`src/rtl/bnn_weight_streamer.sv`:
```
// Host-side transmitter for the BNN weight-load protocol: holds a byte-wise
// writable weight image and replays it as a lo/hi nibble stream on start.
module bnn_weight_streamer #(
    parameter int NUM_NEURONS = 12,
    parameter int ADDR_W      = 4
) (
    input  logic              i_clk,
    input  logic              i_reset,
    input  logic              i_wr_en,
    input  logic [ADDR_W-1:0] i_wr_addr,
    input  logic [7:0]        i_wr_data,
    input  logic              i_start,
    input  logic              i_hold,
    output logic              o_busy,
    output logic              o_done,
    output logic              o_load_en,
    output logic [3:0]        o_nibble,
    output logic [1:0]        o_state
);

    typedef enum logic [1:0] {
        S_IDLE = 2'd0,
        S_LO   = 2'd1,
        S_HI   = 2'd2,
        S_DONE = 2'd3
    } state_t;

    localparam logic [ADDR_W-1:0] LAST_IDX = ADDR_W'(NUM_NEURONS - 1);
    localparam logic [ADDR_W:0]   NUM_EXT  = (ADDR_W + 1)'(NUM_NEURONS);

    state_t            r_state;
    logic [ADDR_W-1:0] r_idx;
    logic              r_busy;
    logic              r_done;
    logic [7:0]        r_buf [NUM_NEURONS];

    logic              w_addr_ok;
    logic              w_wr_ok;
    logic [7:0]        w_cur;

    // Power-on image; matches the BNN core's own reset weights.
    function automatic logic [7:0] default_weight(input int idx);
        case (idx)
            0:       default_weight = 8'hE0;
            1:       default_weight = 8'h70;
            2:       default_weight = 8'h38;
            3:       default_weight = 8'h1C;
            4:       default_weight = 8'h0E;
            5:       default_weight = 8'h07;
            6:       default_weight = 8'hFF;
            7:       default_weight = 8'h00;
            8:       default_weight = 8'hC0;
            9:       default_weight = 8'h30;
            10:      default_weight = 8'h0C;
            11:      default_weight = 8'h80;
            default: default_weight = 8'h00;
        endcase
    endfunction

    // The image is frozen while streaming so the BNN sees one consistent set.
    assign w_addr_ok = ({1'b0, i_wr_addr} < NUM_EXT);
    assign w_wr_ok   = i_wr_en && w_addr_ok &&
                       ((r_state == S_IDLE) || (r_state == S_DONE));

    always_ff @(posedge i_clk) begin
        if (i_reset) begin
            r_state <= S_IDLE;
            r_idx   <= '0;
            r_busy  <= 1'b0;
            r_done  <= 1'b0;
            for (int i = 0; i < NUM_NEURONS; i++) begin
                r_buf[i] <= default_weight(i);
            end
        end else begin
            if (w_wr_ok) begin
                r_buf[i_wr_addr] <= i_wr_data;
            end
            r_done <= 1'b0;
            case (r_state)
                S_IDLE: begin
                    if (i_start) begin
                        r_state <= S_LO;
                        r_idx   <= '0;
                        r_busy  <= 1'b1;
                    end
                end
                S_LO: begin
                    if (!i_hold) begin
                        r_state <= S_HI;
                    end
                end
                S_HI: begin
                    if (!i_hold) begin
                        if (r_idx == LAST_IDX) begin
                            r_state <= S_DONE;
                            r_busy  <= 1'b0;
                            r_done  <= 1'b1;
                        end else begin
                            r_state <= S_LO;
                            r_idx   <= r_idx + 1'b1;
                        end
                    end
                end
                default: begin
                    r_state <= S_IDLE;
                end
            endcase
        end
    end

    // A write landing on the start edge is already in r_buf by the first LO cycle.
    assign w_cur = r_buf[r_idx];

    always_comb begin
        o_nibble = 4'h0;
        case (r_state)
            S_LO:    o_nibble = w_cur[3:0];
            S_HI:    o_nibble = w_cur[7:4];
            default: o_nibble = 4'h0;
        endcase
    end

    assign o_busy    = r_busy;
    assign o_done    = r_done;
    assign o_load_en = r_busy & ~i_hold;
    assign o_state   = r_state;

endmodule
```
`config.mk`:
```
export PLATFORM = sky130hd
export DESIGN_NAME = bnn_weight_streamer
export DESIGN_NICKNAME = d
export VERILOG_FILES = /design/src/rtl/bnn_weight_streamer.sv
export SDC_FILE = /design/constraint.sdc
export NUM_CORES = 1
export LEC_CHECK = 0
export ABC_AREA = 1
export CAP_MARGIN = 20
export CORE_MARGIN = 2
export CORE_UTILIZATION = 30
export DETAILED_ROUTE_END_ITERATION = 8
export GPL_TIMING_DRIVEN = 0
export SLEW_MARGIN = 20
export SYNTH_ARGS = -nofsm -noshare
export SYNTH_HDL_FRONTEND = slang
export SYNTH_SLANG_ARGS = --single-unit
```
`constraint.sdc`:
```
create_clock -name i_clk -period 3.16 [get_ports i_clk]
set_clock_uncertainty 0.15 [all_clocks]
set_input_delay 0.474 -clock i_clk [delete_from_list [all_inputs] [get_ports i_clk]]
set_output_delay 0.474 -clock i_clk [all_outputs]
set_load 0.05 [all_outputs]
```
After elaboration in Yosys (flattened, before gate mapping). Memory sizes are Yosys's and may differ from the RTL's. A register that Yosys moved wholly into a read port is not among the register bits. Index checks and enable logic that the tools add are counted.

Memories kept: 1. Register bits: 8. ROM bits: 0. Output and inout bits: 9. Word-level logic and storage cells: 66. Input bits: 17. Bits in latches: 0. Bits in writable memories: 96.

Memory list: r_buf (words 12, bits a word 8, read ports 1, clocked after memory_dff 1, write ports 12, RTL line 35) `logic [7:0] r_buf [NUM_NEURONS];`.

Multiplexer cells: 37. Multiply operators: 0. Add/sub/neg operators: 1. $lt $le $gt $ge: 1. Reduce and logical (&&, ||, !) cells: 10. Shifts and indexed selects: 0. Bitwise operators: 3. Equality and inequality tests: 9. Div/mod/pow operators: 0.

Operator list (count): $mux 8 (13); $mux 4 (6); $pmux 4 s2 (2); $mux 1 (10); $ne 2x2->1 const B (5); $mux 2 (4); $reduce_and 4->1 (2); $reduce_or 8->1 (1); $pmux 2 s3 (1); $add 4x1->4 const B (1); $eq 2x2->1 const B (2); $eq 4x4->1 const B (1); $lt 4x4->1 const B (1); $reduce_and 3->1 (1); $reduce_or 3->1 (1); $eq 2x1->1 const B (1); $logic_and 1x1->1 (2); $logic_not 2->1 (1); $not 1->1 (2); $pmux 1 s2 (1); $reduce_bool 2->1 (1); $and 1x1->1 (1); $logic_or 1x1->1 (1).

Longest topological paths before layout. Gate-level depths: netlist (run 1).

Depth in word-level cells: 8. Gate-level depth with buffers: 10. Depth with buffers taken out: 9.

Worst setup path before layout (run 1). OpenSTA, ideal clock, no wires.

Path type: register to register. From: register r_state[0] (netlist: o_state[0]). To: memory r_buf[6][0] (enable). Cell stages (with the launch flop): 8. Setup slack: 411 ps. Arrival time: 2215 ps. Data required time: 2626 ps. Path buffers: 0. Library setup time: 384 ps. Clock period less this slack: 2749 ps. Path through: dfxtp_1 -> inv_1 -> ha_1 -> inv_1 -> nand4_1 -> inv_2 -> nand2_2 -> o21ai_0.

RTL lines: start, declared (RTL line 31) `state_t r_state;`; start signal, assigned (RTL line 67) `r_state <= S_IDLE;`; start signal, assigned (RTL line 82) `r_state <= S_LO;`; start signal, assigned (RTL line 89) `r_state <= S_HI;`; end, declared (RTL line 35).

==> impl_results.md, run 1 <==
* CTS Buf Count at 17
* P_leak at 3.373 nW
* Final Max Slew Viols at 0
* Setup TNS at 0 ps
* Final hold violation count at 0
* Placer Congestion at 1.017
* Cells on Worst Hold Path at 2
* FF-to-FF End: r_buf[8][2]$_SDFFCE_PN0P_
* Worst Setup End Kind: primary output
* CTS tree: done
* Final Cell Area at roughly 8000 um2
* Fraction of layout cells with a size suffix above 1 at 9.939%
* H-tree Lvls at 4
* R2r setup slk at 430 ps
* Critical Path Fanout Max at 10
* Port bufs at 25
* Max Freq at 0.3322 GHz
* Hold_buf cts at 0
* Number of antenna violations at the first check in global routing at 0
* Status: complete, no violations
* Layout area overhead at 20.10%
* Most common cell after layout, fill and taps aside: nand2_1
* Drt pass-1 iters at 5
* Total congestion overflow at 0
* Core ar. at 21820 um2
* Cell Count, Final, Fillers Out at about 1100
* Starting DRT DRC Count at ~390
* Starting Density at 30.60%
* WP data required at 2540 ps
* Avg Cell Area, Syn at 9.062 um2
* Final min period at 3010 ps
* Worst setup path class: flop to primary output
* Cells after DPL at 1073
* Crit path arrival time at 2390 ps
* Async SR Flop Fraction at 0%
* Clock-pin slew on the worst setup and hold paths at 60 ps
* Cell count after synthesis at about 740
* Share of the yosys chip area belonging to registers at 61.15%
* Clock Path Buffers at 2
* Gr usage total at roughly 16%
* Reg2reg path depth at 9
* Clock Latency Late Sink at 430 ps
* CP startpoint kind: flop
* Post-DRT Antenna Nets at 0
* Reg2Reg Launch Point: o_state[0]$_SDFFE_PP0P_
* Per-cell routed wire length at 16.13 um
* Post-synth EDFFs at 128
* Vias at 5053
* Ys flop type: edfxtp_1
* Most frequent cells in the layout: 249 x nand2_1, 128 x edfxtp_1, 92 x inv_1
* Worst slew margin at 42.79%
* Vias in the first global route at approximately 4900
* CP endpoint: o_nibble[3]
* Pin count of the biggest net entering global routing at 17
* Unrepaired setup endpoints after global routing: false
* Max VDD drop at 0.3117 mV
* Root Buffer: clkbuf_16
* First-pass GRT wire length at 27590 um
* Yosys reg bits at 140
* Utilization after layout at 36.76%
* TritonCTS Sinks at 140
* Placed cell areas at 7396 um2
* Fill count at approximately 2200
* P per Cell Area at 690.2 nW/um2
* Rows at 54
* Synth Cell Area at 6679 um2
* Total wire length at 17820 um
* Die height at roughly 150 um
* Netlist cell types at 28
* Setup violators final at 0
* Post-DR vias/cell at roughly 4.6
* Post-CTS Setup Bufs at 0
* Min Hold Slack at approximately 330 ps
* Worst slew pin tran at 858.2 ps
* Antenna diode count at 0
* Min-Delay Path Class: flop to flop
* DR DRC count at 0
* Area of the die at 23470 um2
* Final net count at 834
* Synth warnings at 0
* Io pins at 26
* Period utilization at a little over nine tenths
* Post-DP HPWL at about 13000 um
* Max cap viols at 0
* Die span in x at between 150 and 200 um
[kinds of logic after synthesis]
| group | synth area share [%] |
|---|---|
| compound gates | 1.761 |
| xor+xnor | 0.1312 |
| fa+ha+maj | 0.9367 |
| buf+inv | 8.955 |
| flops | 61.15 |
| other cells | 0.05615 |
| simple gates | 27.01 |
[layer usage]
metal / track usage, % / share of wire [%] / up-vias
met1: 20.66 / 42 / 2389
met2: 25.85 / 48 / 170
met3: 3.969 / 7.7 / 28
met5: 0 / 0 / -
met4: 5.203 / 2.2 / 0
li1: - / - / 2466
[stage by stage]
stage          power, mW  worst slack, ps
2_1_floorplan      2.984            411.1
3_3_place_gp       3.390            87.77
3_5_place_dp       3.398            55.24
4_1_cts            5.564            19.88
5_1_grt            5.753            50.87
6_report           5.536            149.5
[worst max-delay path, cell delays in order (launching register included)]
cell and delay (ps):
dfxtp_1 330, inv_2 170, buf_4 260, nand2_1 70, nand2_1 80, nand2_1 60, nand3_1 120, nand3_1 80
nand2_1 70, nand2_1 60, a21oi_1 310, buf_2 330
[registers in the layout, summed over array words and instances, names as in the netlist, named ones only]
register  count
o_busy        1
r_idx         4
r_buf       128
o_done        1
o_state       2
[how the worst min path moves through the flow]
stage	startpoint	endpoint	slack, ps
floorplan	r_idx[3]$_SDFFE_PP0P_	o_done$_SDFF_PP0_	320
global placement	o_busy$_SDFFE_PP0P_	o_busy$_SDFFE_PP0P_	320
detailed placement	o_busy$_SDFFE_PP0P_	o_busy$_SDFFE_PP0P_	320
CTS	o_busy$_SDFFE_PP0P_	o_busy$_SDFFE_PP0P_	330
global route	o_busy$_SDFFE_PP0P_	o_busy$_SDFFE_PP0P_	380
finish	o_busy$_SDFFE_PP0P_	o_busy$_SDFFE_PP0P_	330
[area by class of cell]
| class | count | area (um2) | share of cell area [%] |
|---|---|---|---|
| plain buffers | 33 | 214.0 | 2.667 |
| clock buffers | 17 | 425.4 | 5.303 |
| clock inverters | 15 | 220.2 | 2.745 |
| inverters | 102 | 384.1 | 4.789 |
| multi-input cells | 493 | 2113 | 26.35 |
| flip-flops and latches | 140 | 4084 | 50.91 |
| well taps | 280 | 350.3 | 4.367 |
| repair buffers | 25 | 230.2 | 2.870 |
[Yosys cell counts, types with 5 or more instances]
| library cell | number | area (um2) |
|---|---|---|
| ha_1 | 5 | 62.56 |
| inv_2 | 9 | 33.78 |
| nor2_1 | 87 | 326.6 |
| dfxtp_1 | 12 | 240.2 |
| o21ai_0 | 8 | 40.04 |
| buf_2 | 9 | 45.04 |
| nand2_1 | 249 | 934.7 |
| edfxtp_1 | 128 | 3844 |
| buf_6 | 7 | 78.83 |
| clkbuf_1 | 10 | 37.54 |
| buf_4 | 7 | 52.55 |
| a21oi_1 | 8 | 40.04 |
| inv_1 | 92 | 345.3 |
| nand3_1 | 82 | 410.4 |
[power by group]
part | leakage (nW) | switching [mW] | internal [mW]
Clock | 0.303 | 0.785 | 1.40
Combinational | 1.78 | 0.847 | 0.344
Sequential | 1.29 | 0.0437 | 2.12
Total | 3.37 | 1.68 | 3.86
[repair_timing]
action / 4_1_cts / 5_1_grt
resized for setup: 8 / 8
endpoints found under the hold margin: 0 / 0
setup endpoints to repair: 4 / 4
No activity file was read; power rests on OpenSTA's default activity.
==> inputs of run 2 (changes only) <==
--- a/config.mk
+++ b/config.mk
@@ -7,10 +7,8 @@
 export LEC_CHECK = 0
 export ABC_AREA = 1
 export CAP_MARGIN = 20
-export CORE_MARGIN = 2
 export CORE_UTILIZATION = 30
 export DETAILED_ROUTE_END_ITERATION = 8
-export GPL_TIMING_DRIVEN = 0
 export SLEW_MARGIN = 20
 export SYNTH_ARGS = -nofsm -noshare
 export SYNTH_HDL_FRONTEND = slang
==> impl_results.md, run 2 (same netlist as run 1, synthesis figures left out) <==
* Status: complete, no violations
* First-pass GRT wire length at 24660 um (-11%)
* Slowest Stage Delay on Critical Path at 350 ps (+20 ps)
* H-tree Lvls at 4 (unchanged)
* Critical Path Fanout Max at 32 (+22)
* Final Max Slew Viols at 0 (unchanged)
* Post-DRT Antenna Nets at 0 (unchanged)
* Vias in the first global route at 4578 (-7.2%)
* Worst slew margin at 54.59% (+12 points)
* DR DRC count at 0 (unchanged)
* Most common cell after layout, fill and taps aside: nand2_1
* Worst setup margin at 271.2 ps (+121.6 ps)
* Post-CTS Setup Bufs at 0 (unchanged)
* Worst Setup End Kind: primary output
* Setup violators final at 0 (unchanged)
* Crit path arrival time at 2260 ps (-130 ps)
* Die span in x at 151.2 um (-1.3%)
* Port bufs at 25 (unchanged)
* Multi-input gate area at 2113 um2 (unchanged)
* Worst slew pin tran at 680.3 ps (-177.8 ps)
* Fraction of layout cells with a size suffix above 1 at 7.750% (-2.2 points)
* CTS tree: done
* Core ar. at 21820 um2 (unchanged)
* WP data required at 2540 ps (about the same)
* FF/Latch Area at 4085 um2 (about the same)
* Drt pass-1 iters at 4 (-1)
* Worst path bufs/invs at 2 (-1)
* Clock-pin slew on the worst setup and hold paths at 60 ps (about the same)
* Final min period at 2889 ps (-121.6 ps)
* Post-DR vias/cell at 4.471 (-2.2%)
* Post-DP HPWL at 10570 um (-16%)
* Slowest-stage cell, CP: dfxtp_2
* Area of the die at 22860 um2 (-2.6%)
* TritonCTS Sinks at 140 (unchanged)
* Io pins at 26 (unchanged)
* CTS Buf Count at 17 (unchanged)
* Max reg flops at 128 (unchanged)
* Utilization after layout at 35.66% (-1.1 points)
* Routing usage on met3 at 4.699% (+0.73 points)
* Unrepaired setup endpoints after global routing: false
* Critical path's top delay family: simple AND/OR/NAND/NOR gates
* Max Freq at 0.3462 GHz (+4.2%)
* Placer Congestion at 0.8129 (-20%)
* Period utilization at 91.42% (-3.8 points)
* CP cell instances: buf_4 -> nand2_1 -> nand2_1 -> nand2_1 -> nand3_1 -> nand3_1 -> nand2_1 -> nand2_1 -> a21oi_1 -> buf_4
* Grt met1 use at 18.80% (-1.9 points)
* Rows at 54 (unchanged)
* GR peak layer: met2
* Vias at 4829 (-4.4%)
* P per Cell Area at 651.0 nW/um2 (-5.7%)
* Max cap viols at 0 (unchanged)
* Layout area overhead at 16.52%
* Setup TNS at 0 ps (unchanged)
* Total wire length at 15710 um (-12%)
* Most frequent cells in the layout: 249 x nand2_1, 128 x edfxtp_1, 92 x inv_1
* Pin count of the biggest net entering global routing at 33 (+16)
* Post-Place Setup Slack at 508.9 ps (+453.6 ps)
* Starting Density at 30.60% (unchanged)
* Final net count at 810 (-2.9%)
* Max VDD drop at 0.3219 mV (+3.3%)
* P_leak at 3.250 nW (-3.7%)
* Number of antenna violations at the first check in global routing at 0 (unchanged)
* Total congestion overflow at 0 (unchanged)
* Root Buffer: clkbuf_16
* Final hold violation count at 0 (unchanged)
* Hold_buf cts at 0 (unchanged)
* Min-Delay Path Class: flop to flop
* Met2 usage at 24.29% (-1.6 points)
* Gr usage total at 14.86% (-0.98 points)
* Fill count at 2224 (+0.18%)
* Clock Latency Late Sink at 410 ps (-20 ps)
* Starting DRT DRC Count at 379 (-3.1%)
* Post-CTS sizing at 0 (-8)
* Clock Path Buffers at 2 (unchanged)
* Antenna diode count at 0 (unchanged)
* Per-cell routed wire length at 14.55 um (-9.8%)
* Cell repeated most along the worst path: nand2_1
* CP startpoint kind: flop
* Top reg by flops: r_buf
* Worst setup path class: flop to primary output
* Die height at 151.2 um (-1.3%)
[run 2: layer usage]
metal	vias up	routed length, um
li1	2408	-
met1	2265	6667
met2	138	7670
met3	18	1167
met4	0	205
met5	-	0
[run 2: where the power goes]
group | internal (mW) | total [mW] | switching [mW]
clock network | 1.15 | 1.86 | 0.714
logic | 0.297 | 1.04 | 0.745
registers | 2.12 | 2.16 | 0.0452
[run 2: worst paths after layout]
check                           from                         end  slack [ps]  cells past startpoint
min              o_busy$_SDFFE_PP0P_         o_busy$_SDFFE_PP0P_         350                      2
max                             flop                 o_nibble[2]         270                     10
max reg2reg  o_state[0]$_SDFFE_PP0P_  r_buf[11][6]$_SDFFCE_PN0P_         590                      9
min reg2reg      o_busy$_SDFFE_PP0P_         o_busy$_SDFFE_PP0P_         350                      2
[run 2: worst reg2reg max path, cell delays in order, from the launching register on]
cell	delay (ps)
dfxtp_1	380
inv_1	110
ha_1	300
inv_1	190
nand4_1	210
nor2_1	140
inv_1	110
nor2_1	170
inv_1	160
nand2_1	310
[run 2: through the flow]
stage	cell area (um2)	hold slack [ps]	total power [mW]	cells
2_1_floorplan	6795	315.0	2.984	768
3_3_place_gp	7241	330.5	3.229	1049
3_5_place_dp	7241	336.6	3.244	1049
4_1_cts	7782	345.2	5.091	1080
5_1_grt	7782	392.2	5.321	1080
6_report	7782	347.8	5.066	1080
[run 2: final cells by class]
class	count	share of cell area (%)
Clock buffer	22	5.707
Clock inverter	9	1.254
Inverter	102	4.936
Multi-Input combinational cell	493	27.15
Sequential cell	140	52.49
Tap cell	280	4.502
Timing Repair Buffer	34	3.955
==> inputs of run 3 (changes only) <==
--- a/config.mk
+++ b/config.mk
@@ -7,9 +7,8 @@
 export LEC_CHECK = 0
 export ABC_AREA = 1
 export CAP_MARGIN = 20
-export CORE_UTILIZATION = 30
+export CORE_UTILIZATION = 38
 export DETAILED_ROUTE_END_ITERATION = 8
-export SLEW_MARGIN = 20
 export SYNTH_ARGS = -nofsm -noshare
 export SYNTH_HDL_FRONTEND = slang
 export SYNTH_SLANG_ARGS = --single-unit
==> impl_results.md, run 3 (same netlist as run 1, synthesis figures left out) <==
* Status: complete, no violations
* P_leak at 3.277 nW (+0.85%)
* Clock Latency Late Sink at 420 ps (about the same)
* Worst Setup End Kind: primary output
* Top reg by flops: r_buf
* Core ar. at 17240 um2 (-21%)
* CTS Buf Count at 17 (unchanged)
* Fraction of layout cells with a size suffix above 1 at 8.229% (+0.48 points)
* Max cap viols at 0 (unchanged)
* Unrepaired setup endpoints after global routing: false
* Per-cell routed wire length at 15.16 um (+4.2%)
* Number of antenna violations at the first check in global routing at 0 (unchanged)
* Routing usage on met3 at 3.641% (-1.1 points)
* Post-DP HPWL at 10350 um (-2.0%)
* Max reg flops at 128 (unchanged)
* Crit path arrival time at 2270 ps (about the same)
* Clock Path Buffers at 2 (unchanged)
* Area of the die at 18110 um2 (-21%)
* Fill count at 1703 (-23%)
* DR DRC count at 0 (unchanged)
* Critical Path Fanout Max at 15 (-53%)
* Most frequent cells in the layout: 249 x nand2_1, 128 x edfxtp_1, 92 x inv_1
* Met2 usage at 30.63% (+6.3 points)
* Worst slew pin tran at 696.4 ps (+16.07 ps)
* Io pins at 26 (unchanged)
* Antenna diode count at 0 (unchanged)
* Drt pass-1 iters at 5 (+1)
* Post-DRT Antenna Nets at 0 (unchanged)
* WP data required at 2540 ps (about the same)
* Vias in the first global route at 4662 (+1.8%)
* Slowest Stage Delay on Critical Path at 480 ps (+130 ps)
* GR peak layer: met2
* Rows at 48 (-11%)
* Die span in x at 134.6 um (-11%)
* Final hold violation count at 0 (unchanged)
* Max Freq at 0.3456 GHz (-0.16%)
* Pin count of the biggest net entering global routing at 65 (+97%)
* Final Max Slew Viols at 0 (unchanged)
* Min-Delay Path Class: flop to flop
* Grt met1 use at 24.65% (+5.8 points)
* Max VDD drop at 0.3669 mV (+14%)
* Die height at 134.6 um (-11%)
* Worst slew margin at 53.52% (-1.1 points)
* Placer Congestion at 0.8693 (+6.9%)
* Worst setup path class: flop to primary output
* CTS tree: done
* Worst setup margin at 266.5 ps (-4.620 ps)
* Port bufs at 25 (unchanged)
* Layout area overhead at 16.24%
* First-pass GRT wire length at 25120 um (+1.8%)
* Worst path bufs/invs at 3 (+1)
* Final net count at 811 (+0.12%)
* Setup TNS at 0 ps (unchanged)
* Slowest-stage cell, CP: dfxtp_2
* Setup violators final at 0 (unchanged)
* Critical path's top delay family: buffers and inverters
* TritonCTS Sinks at 140 (unchanged)
* Root Buffer: clkbuf_16
* Clock-pin slew on the worst setup and hold paths at 60 ps (about the same)
* CP startpoint kind: flop
* Final min period at 2893 ps (+4.620 ps)
* Post-CTS Setup Bufs at 0 (unchanged)
* Post-Place Setup Slack at 386.5 ps (-122.4 ps)
* H-tree Lvls at 4 (unchanged)
* Starting DRT DRC Count at 323 (-15%)
* P per Cell Area at 654.9 nW/um2 (+0.60%)
* Starting Density at 38.75% (+8.1 points)
* CP cell instances: buf_4 -> buf_4 -> nand3_1 -> nand3_1 -> nand3_1 -> nand2_1 -> nand2_1 -> a21oi_1 -> buf_4
* Total wire length at 15570 um (-0.87%)
* Vias at 4849 (+0.41%)
* Period utilization at 91.56% (+0.15 points)
* Post-DR vias/cell at 4.722 (+5.6%)
* Most common cell after layout, fill and taps aside: nand2_1
* Gr usage total at 18.86% (+4.0 points)
* R2r setup slk at 530 ps (-60 ps)
* Total congestion overflow at 0 (unchanged)
## run 3: cell count changes in the layout (fill, tap and decap cells not counted), sizes merged
cell	delta
clkbuf	+3
clkinvlp	-1
bufinv	-1
buf	+1
inv	+1
clkinv	-1
## run 3: power by group
| part | switching [mW] | internal [mW] | total (mW) |
|---|---|---|---|
| Combinational | 0.739 | 0.321 | 1.06 |
| Clock | 0.738 | 1.12 | 1.86 |
| Sequential | 0.0475 | 2.12 | 2.17 |
| Total | 1.52 | 3.56 | 5.08 |
## run 3: final cells by class
type | count | area, um2 | share of cell area [%]
inverter | 102 | 387.9 | 4.996
timing repair buffer | 35 | 352.8 | 4.545
clock inverter | 7 | 66.31 | 0.8541
sequential | 140 | 4086 | 52.63
multi-input combinational | 493 | 2113 | 27.22
clock buffer | 25 | 475.5 | 6.124
tap | 225 | 281.5 | 3.626
## run 3: path summary, 6_finish.rpt
path,end,cells past startpoint,from
hold reg to reg,o_busy$_SDFFE_PP0P_,2,o_busy$_SDFFE_PP0P_
setup / recovery,o_nibble[1],9,flop
hold / removal,o_busy$_SDFFE_PP0P_,2,o_busy$_SDFFE_PP0P_
setup reg to reg,r_buf[9][2]$_SDFFCE_PN0P_,9,o_state[1]$_SDFFE_PP0P_
## run 3: repair_timing
item / CTS / global route
resized for setup: 0 / 4
endpoints found under the setup margin: 0 / 4
hold buffers: 0 / 0
endpoints found under the hold margin: 0 / 0
## run 3: per-layer routing
metal	routed length (um)	vias to the layer above
met4	319	0
met1	7021	2283
li1	-	2414
met3	674	24
met5	0	-
met2	7559	128
## run 3: per-stage QoR
stage	cell area, um2	total power [mW]	instances	utilization, %	hold slack, ps
finish	7764	5.084	1027	45.04	336.3
global route	7764	5.326	1027	45.04	378.3
CTS	7759	5.111	1027	45.01	350.8
detailed placement	7217	3.267	995	41.87	340.2
global placement	7217	3.263	995	41.87	329.5
floorplan	6795	2.984	768	-	315.0
## run 3: worst register-to-register path, cell delays in order, from the launching register on
cell,delay (ps)
dfxtp_1,410
inv_1,110
ha_1,270
inv_1,190
nand4_1,170
nor2_1,120
inv_1,100
nor2_1,240
inv_1,190
nand2_1,320
